**config.mk**
```make
export PLATFORM = sky130hd
export DESIGN_NAME = gate_clock_ctrl
export DESIGN_NICKNAME = d
export VERILOG_FILES = /design/src/rtl/gate_clock_ctrl.sv
export SDC_FILE = /design/constraint.sdc
export NUM_CORES = 1
export LEC_CHECK = 0
export BUFFER_PORTS_ARGS = -buffer_cell sky130_fd_sc_hd__buf_4
export CAP_MARGIN = 20
export CORE_UTILIZATION = 50
export DETAILED_ROUTE_END_ITERATION = 8
export PLACE_DENSITY_LB_ADDON = 0.15
export SYNTH_ARGS = -nofsm -noshare
export SYNTH_HDL_FRONTEND = slang
export SYNTH_SLANG_ARGS = --single-unit
```
**constraint.sdc**
```tcl
create_clock -name clk -period 5.7 [get_ports clk]
set_input_delay 1.14 -clock clk [delete_from_list [all_inputs] [get_ports clk]]
set_output_delay 1.14 -clock clk [all_outputs]
set_load 0.03 [all_outputs]
```
**src/rtl/gate_clock_ctrl.sv**
```systemverilog
// Clock-gate controller: drives the registered enable of a latch-based gating cell.
// A req/ack handshake wakes the clock, busy keeps it running, and an idle hold-off delays shutdown.
module gate_clock_ctrl #(
  parameter int WAKE_CYCLES = 2,
  parameter int IDLE_HOLD   = 8,
  parameter int CNTW        = 4,
  parameter int MONW        = 8
) (
  input  logic            clk,
  input  logic            reset,
  input  logic            enableGate,
  input  logic            req,
  input  logic            busy,
  output logic            gate,
  output logic            ack,
  output logic [1:0]      state,
  output logic [MONW-1:0] wakeCount
);

  typedef enum logic [1:0] {
    OFF  = 2'd0,
    WAKE = 2'd1,
    ON   = 2'd2,
    HOLD = 2'd3
  } gateState_t;

  localparam logic [CNTW-1:0] WAKE_LOAD = (WAKE_CYCLES > 0) ? CNTW'(WAKE_CYCLES - 1) : '0;
  localparam logic [CNTW-1:0] HOLD_LOAD = (IDLE_HOLD > 0)   ? CNTW'(IDLE_HOLD - 1)   : '0;
  localparam bit              WAKE_SKIP = (WAKE_CYCLES == 0);
  localparam bit              HOLD_SKIP = (IDLE_HOLD == 0);

  gateState_t      stateQ;
  logic [CNTW-1:0] cnt;
  logic            act;

  assign act   = req | busy;
  assign state = stateQ;

  // gate and ack are dedicated flops rather than a decode of stateQ, so a
  // multi-bit state change (e.g. WAKE->ON) can never glitch the gating cell.
  always_ff @(posedge clk) begin
    if (reset) begin
      // NOTE: sequential state uses <= so every register sees pre-edge values.
      stateQ    <= OFF;
      gate      <= 1'b0;
      ack       <= 1'b0;
      cnt       <= '0;
      wakeCount <= '0;
    end else begin
      case (stateQ)
        OFF: begin
          // Any exit from OFF is a wake event, including a forced-on.
          if (!enableGate || act) begin
            if (wakeCount != '1) wakeCount <= wakeCount + 1'b1;
            gate <= 1'b1;
            if (!enableGate || WAKE_SKIP) begin
              stateQ <= ON;
              ack    <= 1'b1;
            end else begin
              stateQ <= WAKE;
              cnt    <= WAKE_LOAD;
            end
          end
        end

        WAKE: begin
          // A dropped request does not abort the wake; ON handles the idle path.
          if (!enableGate || cnt == '0) begin
            stateQ <= ON;
            ack    <= 1'b1;
          end else begin
            cnt <= cnt - 1'b1;
          end
        end

        ON: begin
          if (enableGate && !act) begin
            if (HOLD_SKIP) begin
              stateQ <= OFF;
              gate   <= 1'b0;
              ack    <= 1'b0;
            end else begin
              stateQ <= HOLD;
              cnt    <= HOLD_LOAD;
            end
          end
        end

        HOLD: begin
          if (!enableGate || act) begin
            stateQ <= ON;
          end else if (cnt == '0) begin
            stateQ <= OFF;
            gate   <= 1'b0;
            ack    <= 1'b0;
          end else begin
            cnt <= cnt - 1'b1;
          end
        end

        default: begin
          stateQ <= OFF;
          gate   <= 1'b0;
          ack    <= 1'b0;
        end
      endcase
    end
  end

endmodule

```
==> impl_results.md, run 1 <==
- Sw Ratio: 0.454
- HP Class: flip-flop to flip-flop
- RePlAce Congestion: 0.847
- Starting density of the core: 0.529
- Fin Clk Skew: 0.00263 ns
- DR pass1 iterations: 4
- RSZ-0062 raised after global routing: false
- First-pass GRT wire length: 3310 um
- Crit-path max cell delay: 0.53 ns
- Chip width: 47.6 um
- Setup bufs post-CTS: 0
- Period utilization: 0.405
- N_diodes: 0
- Worst-margin pin slew: 0.542 ns
- Total CTS buffers: 3
- Slew Viols, Final: 0
- Total Routed Length: 2150 um
- Mapped Area: 1040 um^2
- H-tree depth: 1
- Antenna-violating nets left: 0
- # clock sinks: 16
- Largest net degree at the start of global routing: 21
- Leading post-synthesis cells by cell area: dfxtp_1 (31%), ha_1 (8.4%), a21oi_1 (6.3%)
- Synthesized flop and latch total: 16
- Cell-internal power: 0.312 mW
- Vias in the first global route: 750
- P&R area growth vs syn: 15.4%
- Leading area contributor after synthesis: dfxtp_1
- Final hold viol count: 0
- Max IR drop VDD: 275 uV
- Highest-count cells in the layout ignoring fill and taps: dfxtp_1 (16), buf_4 (16), a21oi_1 (13), nor2_1 (9), inv_1 (8)
- Status: completed
- IO Pins: 17
- HPWL after DPL: 1600 um
- Initial antenna violation count: 0
- Detailed-route via count: 973
- Clock transition at the registers of the reported paths: 0.09 ns
- Die area: 2260 um^2
- Synth warnings: 0
- CTS tree: done
- Total track usage: 0.205
- Part of the power in the clock network: 0.130
- Critical path endpoint category: flip-flop
- Crit path time final: 2.31 ns
- Post-synth top area share: 0.308
- CP max stage cell: or4_1
- Pwr/cell area: 476 nW/um^2
- Max Cap Viol: 0
- Nets@finish: 150
- Total negative slack: 0 ns
- CORE AREA: 1960 um^2
- Syn nets: 135
- CP cell instances: buf_4 -> or3b_1 -> o211ai_2 -> or4_1 -> a21oi_1
- Final setup fails: 0
- Cts hold-fix bufs: 0
- Cells after Synth: 123
- Slew margin rel.: 0.638
- Critical Path AT: 2.52 ns
- Post-CTS Resized: 0
- CP startpoint kind: input pin
- Gate power share: 0.571
- Crit Path Max Fanout: 14
- Gr ovfl total: 0
- Netlist cell types: 43
- Input/output buffers: 16
- Worst skew pair latency: 0.28 ns
- Rows: 16
- Layout cells sized above 1: 0.175
- Residual DRC: 0
- Via density: 5.93
- Initial DRC count: 25
- Clk root buf: clkbuf_4
- Flop pwr share: 0.299
- Pre-CTS setup slack: 3.13 ns
- Critical Path RT: 5.91 ns
- Crit Path Category: input pin to flip-flop
- Sequential share of the synthesized area: 0.308
- Fmax: 433 MHz
- Psw: 0.259 mW
- Leak pwr: 0.477 nW
- Slack of the critical path: 3.39 ns
- Mean post-synth cell area: 8.44 um^2
- Clk buf depth: 2
- DR WL/cell: 13.1 um
- Die Height: 47.6 um
final timing paths:
check        cells past startpoint        from           end  slack, ns
min reg2reg                      2         ack           ack       0.48
min                              2         ack           ack       0.48
max reg2reg                      5    state[0]  wakeCount[7]       3.76
max                              5  enableGate  wakeCount[7]       3.39
power by group through the flow:
stage	clock (mW)	sequential, mW	combinational [mW]
2_1_floorplan	0	0.202	0.223
3_3_place_gp	0	0.171	0.318
3_5_place_dp	0	0.173	0.322
4_1_cts	0.0766	0.170	0.323
5_1_grt	0.0813	0.176	0.358
6_report	0.0745	0.171	0.326
worst max-delay path: cells and delay by family:
family                 cells  cell delay, ns
buffers and inverters      1            0.14
AOI/OAI and AO/OA          2            0.43
and+or+nand+nor            2            0.80
cell type report:
cell class                      instances  area, um^2
Multi-Input combinational cell         93         658
Fill cell                             189         763
Timing Repair Buffer                   16         120
Sequential cell                        16         320
Clock buffer                            4        36.3
Tap cell                               27        33.8
Inverter                                8        30.0
routing by layer:
| metal | wire [um] | global-route usage | up-vias | share of wire |
|---|---|---|---|---|
| met5 | 0 | 0 | - | 0 |
| met4 | 14 | 0.0889 | 0 | 0.0065 |
| met3 | 87 | 0.0377 | 2 | 0.040 |
| met2 | 931 | 0.271 | 26 | 0.43 |
| met1 | 1120 | 0.317 | 451 | 0.52 |
| li1 | - | - | 494 | - |
logic make-up (layout without fill, tap and decap cells):
group	count (synthesis)	count (layout)	share of synthesized area
fa+ha+maj	7	7	0.0843
buf+inv	14	28	0.0578
xor+xnor	1	1	0.00844
simple gates	38	38	0.211
compound gates	43	43	0.290
mux	4	4	0.0398
flops	16	16	0.308
synth_stat cells, drive strengths merged:
cell and number:
nor4bb 1, nor2 9, o211a 1, a21oi 13
o31ai 7, a211oi 1, nand2 4, a21boi 1
o2bb2ai 1, a31oi 2, mux2i 3, buf 4
nand2b 1, inv 8, o21bai 1, and3 2
or4 5, clkbuf 2, o21ba 1, nor3b 1
xor2 1, nand4 1, dfxtp 16, or3 2
a2bb2oi 1, or3b 3, o211ai 3, nor2b 2
nor3 1, o221a 1, a2111oi 1, mux2 1
or2 1, o21ai 4, or2b 1, o41ai 3
a211o 1, ha 7, o32ai 1, nand3 4
through the flow:
| stage | hold slack, ns | util | cells | cell area (um^2) | total power, mW |
|---|---|---|---|---|---|
| final | 0.483 | 0.611 | 164 | 1200 | 0.571 |
| after floorplan | 0.452 | - | 123 | 1040 | 0.425 |
| after global placement | 0.475 | 0.592 | 160 | 1160 | 0.489 |
| after CTS | 0.488 | 0.611 | 164 | 1200 | 0.570 |
| after detailed placement | 0.470 | 0.592 | 160 | 1160 | 0.495 |
| after global routing | 0.511 | 0.611 | 164 | 1200 | 0.616 |
flip-flops by register name (all words and copies together) (netlist names):
signal	flops
wakeCount	8
cnt	4
state	2
ack	1
gate	1
No activity file was read; power rests on OpenSTA's default activity.
==> run 2: changes to the inputs <==
Settings changed: ABC_AREA set to 1.
Clock period 5.7 ns to 2.3 ns, I/O delays scaled along.
==> impl_results.md, run 2 <==
- # clock sinks: 16
- Crit Path Category: flip-flop to flip-flop
- Critical path endpoint category: flip-flop
- Leading post-synthesis cells by cell area: dfxtp_1 (28%), nand2_1 (16%), ha_1 (7.8%)
- HPWL after DPL: 1800 um
- Nets@finish: 202
- Critical Path AT: 1.84 ns
- Total Routed Length: 2330 um
- Pwr/cell area: 1290 nW/um^2
- Mean post-synth cell area: 6.62 um^2
- Final setup fails: 0
- CP startpoint kind: flip-flop
- Residual DRC: 0
- Most instantiated cells after synthesis: nand2_1 (48), nor2_1 (23), inv_1 (17)
- Largest reg by FF count: wakeCount
- Number of flip-flops in the largest register: 8
- Syn nets: 182
- Worst-margin pin slew: 0.264 ns
- Highest-count cells in the layout ignoring fill and taps: nand2_1 (48), nor2_1 (23), inv_1 (17), dfxtp_1 (16), buf_4 (16)
- Psw: 0.858 mW
- RePlAce Congestion: 0.946
- Ys async rst share: 0
- EDFF count, synth: 0
- P&R area growth vs syn: 16.2%
- Leading area contributor after synthesis: dfxtp_1
- Gr ovfl total: 0
- Cell-internal power: 0.832 mW
- Rows: 16
- Status: completed
- DR WL/cell: 10.8 um
- Post-CTS Resized: 0
- Clk root buf: clkbuf_4
- Part of the power in the clock network: 0.116
- Post-synth top area share: 0.285
- Clock transition at the registers of the reported paths: 0.11 ns
- Total CTS buffers: 3
- Synthesized flop and latch total: 16
- Initial DRC count: 23
- H-tree depth: 1
- Finished Cell Area: 1310 um^2
- R2R Setup Slk: 0.70 ns
- Fmax: 626 MHz
- Mapped Area: 1120 um^2
- Die Height: 49.4 um
- Via density: 5.00
- Sw Ratio: 0.508
- Antenna-violating nets left: 0
- Hold path endpoint: wakeCount[5]
- Most common cell after layout, fill and taps aside: nand2_1
- CTS tree: done
- RSZ-0062 raised after global routing: false
- Detailed-route via count: 1,081
- Starting density of the core: 0.551
- Crit Path Max Fanout: 7
- HP Start: reset
- Top FF cell, synth: dfxtp_1
- HP Class: input pin to flip-flop
- Setup crit start: state[0]
- IO Pins: 17
- Max IR drop VDD: 798 uV
- Final hold viol count: 0
- N_diodes: 0
- Chip width: 49.4 um
- WHS Path Cells: 2
- Cells after Synth: 170
- Clk buf depth: 2
- Flop pwr share: 0.262
- Netlist cell types: 25
- Max Cap Viol: 0
- Layout cells sized above 1: 0.212
- First-pass GRT wire length: 4030 um
- CORE AREA: 2040 um^2
- Vias in the first global route: 957
- Die area: 2440 um^2
- Top-count cell post-synth: nand2_1
- DR pass1 iterations: 4
- Total track usage: 0.212
- Worst r2r src: state[0]
- Setup bufs post-CTS: 0
- Cts hold-fix bufs: 0
- Initial antenna violation count: 0
- Crit path time final: 1.60 ns
- Total negative slack: 0 ns
- FF-to-FF path depth: 8
- Worst reg2reg endpoint: cnt[1]
- Leak pwr: 0.671 nW
- Fin Clk Skew: 0.00726 ns
- Slew margin rel.: 0.823
- DP Area: 1270 um^2
- Slew Viols, Final: 0
- Input/output buffers: 16
- Synth warnings: 0
- Largest net degree at the start of global routing: 11
- Worst skew pair latency: 0.29 ns
- Sequential share of the synthesized area: 0.285
- Gate power share: 0.621
- Period utilization: 0.695
- Critical Path RT: 2.54 ns
run 2: changes by cell type in the layout (fill, tap and decap cells not counted), moves of 4 or more:
cell	delta
nand2_2	+6
or4_1	-5
nor2_1	+14
o31ai_1	-7
nand2_1	+44
nand3_1	+11
inv_1	+9
a21oi_1	-5
xor2_1	+4
run 2: cell type report:
type,instances,area (um^2)
clock buffers,4,36.3
fillers,200,734
repair buffers,16,120
inverters,20,77.6
flip-flops and latches,16,320
multi-input cells,133,719
well taps,27,33.8
run 2: routing by layer:
layer | share of wire | GRT usage | routed length, um | vias to the layer above
met4 | 0.012 | 0.0571 | 29 | 0
met3 | 0.042 | 0.0374 | 97 | 5
met5 | 0 | 0 | 0 | -
met2 | 0.44 | 0.342 | 1020 | 31
li1 | - | - | - | 572
met1 | 0.51 | 0.288 | 1180 | 473
run 2: power groups by stage:
stage / combinational, mW / clock [mW] / sequential [mW]
finish: 1.05 / 0.197 / 0.443
global route: 1.17 / 0.208 / 0.455
CTS: 1.04 / 0.202 / 0.443
detailed placement: 1.04 / 0 / 0.449
global placement: 1.02 / 0 / 0.444
floorplan: 0.704 / 0 / 0.535
run 2: cells by family after synthesis:
| family | count (synthesis) | synth area share |
|---|---|---|
| AND/OR/NAND/NOR | 106 | 0.445 |
| adder cells (fa/ha/maj) | 7 | 0.0779 |
| XOR/XNOR | 5 | 0.0389 |
| buffers and inverters | 21 | 0.0756 |
| flip-flops | 16 | 0.285 |
| AO/OA/AOI/OAI | 15 | 0.0779 |
run 2: through the flow:
step | total power [mW] | instances | setup WS [ns] | hold WS [ns] | util
after floorplan | 1.24 | 170 | 0.666 | 0.455 | -
after CTS | 1.69 | 216 | 0.695 | 0.367 | 0.640
final | 1.69 | 216 | 0.702 | 0.377 | 0.640
after global routing | 1.84 | 216 | 0.566 | 0.381 | 0.640
after global placement | 1.46 | 212 | 0.808 | 0.451 | 0.623
after detailed placement | 1.49 | 212 | 0.714 | 0.460 | 0.623
run 2: worst max path at each step:
stage,to,slack [ns],cells past startpoint
finish,cnt[1],0.70,8
global route,cnt[1],0.57,9
CTS,cnt[1],0.69,8
detailed placement,cnt[1],0.71,8
global placement,cnt[1],0.81,8
floorplan,cnt[2],0.67,8
run 2: critical path: stages, from the launching register on:
cell	delay [ns]
dfxtp_1	0.45
inv_1	0.14
ha_1	0.26
inv_1	0.10
nor2_1	0.06
nand3b_1	0.21
nor2_4	0.18
nor2_1	0.05
nor2_1	0.10
==> run 3: changes to the inputs <==
Clock period 2.3 ns to 1.4 ns, I/O delays scaled along.
==> impl_results.md, run 3 (same netlist as run 2, synthesis figures left out) <==
- Total CTS buffers: 3
- First-pass GRT wire length: 4000 um
- Status: completed
- Clk buf depth: 2
- Crit Path Max Fanout: 5
- Starting density of the core: 0.551
- Total track usage: 0.213
- Residual DRC: 0
- Period utilization: 0.946
- Critical Path RT: 1.58 ns
- Worst r2r src: state[0]
- CORE AREA: 2040 um^2
- Max Cap Viol: 0
- Critical Path AT: 1.51 ns
- Antenna-violating nets left: 0
- Rows: 16
- Slack of the critical path: 0.0762 ns
- Gate power share: 0.653
- Max IR drop VDD: 1480 uV
- HP Start: reset
- DR WL/cell: 11.7 um
- Leak pwr: 0.699 nW
- Gr ovfl total: 0
- Clock transition at the registers of the reported paths: 0.11 ns
- Die Height: 49.4 um
- Worst reg2reg endpoint: cnt[0]
- Fmax: 755 MHz
- Flop pwr share: 0.245
- Pwr/cell area: 2160 nW/um^2
- Total negative slack: 0 ns
- Initial antenna violation count: 0
- CP startpoint kind: flip-flop
- RePlAce Congestion: 0.881
- WHS Path Cells: 2
- N_diodes: 0
- IO Pins: 17
- Total Routed Length: 2590 um
- Number of flip-flops in the largest register: 8
- Footprint of the multi-input gates: 791 um^2
- DR pass1 iterations: 4
- Crit Path Category: flip-flop to flip-flop
- Highest-count cells in the layout ignoring fill and taps: nand2_1 (46), nor2_1 (21), buf_4 (20), nand3_1 (15), inv_1 (14)
- Largest reg by FF count: wakeCount
- Pre-CTS setup slack: -0.0241 ns
- Final setup fails: 0
- Fillers: 172
- R2R Setup Slk: 0.08 ns
- Input/output buffers: 16
- Psw: 1.53 mW
- Clk root buf: clkbuf_4
- Register area: 335 um^2
- Slew Viols, Final: 0
- HPWL after DPL: 1810 um
- Die area: 2440 um^2
- Vias in the first global route: 963
- CTS tree: done
- Crit path time final: 1.32 ns
- Final hold viol count: 0
- HP Class: input pin to flip-flop
- Fin Clk Skew: 0.0166 ns
- FF-to-FF path depth: 6
- Nets@finish: 207
- Most common cell after layout, fill and taps aside: nand2_1
- Sw Ratio: 0.497
- Slew margin rel.: 0.824
- Initial DRC count: 40
- Worst skew pair latency: 0.30 ns
- Detailed-route via count: 1,144
- # clock sinks: 16
- Layout cells sized above 1: 0.325
- Worst-margin pin slew: 0.263 ns
- Cell-internal power: 1.55 mW
- Final core occ: 0.699
- Hold path endpoint: wakeCount[5]
- Via density: 5.18
- Critical path endpoint category: flip-flop
- Part of the power in the clock network: 0.102
- Largest net degree at the start of global routing: 11
- P&R area growth vs syn: 26.8%
- Chip width: 49.4 um
- H-tree depth: 1
==> run 3: changes by cell type in the layout (fill, tap and decap cells not counted), moves of 3 or more <==
cell	delta
ha_2	+3
inv_1	-3
dfxtp_2	+3
dfxtp_4	+3
buf_4	+4
ha_1	-5
dfxtp_1	-6
==> run 3: worst max path at each step <==
stage                  start     end  slack (ns)  cells after the start
floorplan           state[1]  cnt[2]       0.001                      8
global placement    state[1]  cnt[1]        0.03                      8
detailed placement  state[0]  cnt[0]       -0.02                      8
CTS                 state[0]  cnt[0]        0.03                      8
global route        state[0]  cnt[0]       -0.06                      6
finish              state[0]  cnt[0]        0.08                      6
==> run 3: worst max-delay path: stages (launching register included) <==
cell and delay [ns]:
dfxtp_4 0.38, inv_2 0.07, ha_1 0.26, a211oi_1 0.28
nand3_1 0.11, nand2_1 0.07, nor2_1 0.04
==> run 3: final cells by class <==
| cell class | count | area share |
|---|---|---|
| Clock buffer | 4 | 0.0254 |
| Inverter | 20 | 0.0561 |
| Multi-Input combinational cell | 134 | 0.554 |
| Sequential cell | 16 | 0.235 |
| Tap cell | 27 | 0.0237 |
| Timing Repair Buffer | 20 | 0.105 |
==> run 3: metal layers <==
| layer | share of wire | routed length [um] | vias up | GRT usage |
|---|---|---|---|---|
| li1 | - | - | 584 | - |
| met2 | 0.49 | 1280 | 33 | 0.345 |
| met3 | 0.049 | 126 | 0 | 0.0654 |
| met1 | 0.46 | 1180 | 527 | 0.270 |
| met4 | 0 | 0 | 0 | 0.0619 |
| met5 | 0 | 0 | - | 0 |
==> run 3: timing repair <==
item | in CTS | in global routing
resized for setup | 4 | 19
pin swaps | 0 | 4
gates cloned | 0 | 1
hold buffers | 0 | 0
setup endpoints to repair | 4 | 7
setup buffers | 0 | 2
==> run 3: power groups by stage <==
stage / Sequential (mW) / Clock, mW / Combinational (mW)
4_1_cts: 0.737 / 0.324 / 1.77
3_5_place_dp: 0.744 / 0 / 1.74
3_3_place_gp: 0.737 / 0 / 1.71
5_1_grt: 0.777 / 0.352 / 2.22
2_1_floorplan: 0.897 / 0 / 1.16
6_report: 0.756 / 0.313 / 2.01
==> run 3: through the flow <==
| step | instance area (um^2) | std cells | hold slack [ns] | total power [mW] |
|---|---|---|---|---|
| CTS | 1340 | 218 | 0.183 | 2.83 |
| floorplan | 1130 | 170 | 0.342 | 2.05 |
| global placement | 1290 | 214 | 0.452 | 2.45 |
| finish | 1430 | 221 | 0.191 | 3.08 |
| global route | 1430 | 221 | 0.175 | 3.35 |
| detailed placement | 1290 | 214 | 0.460 | 2.49 |
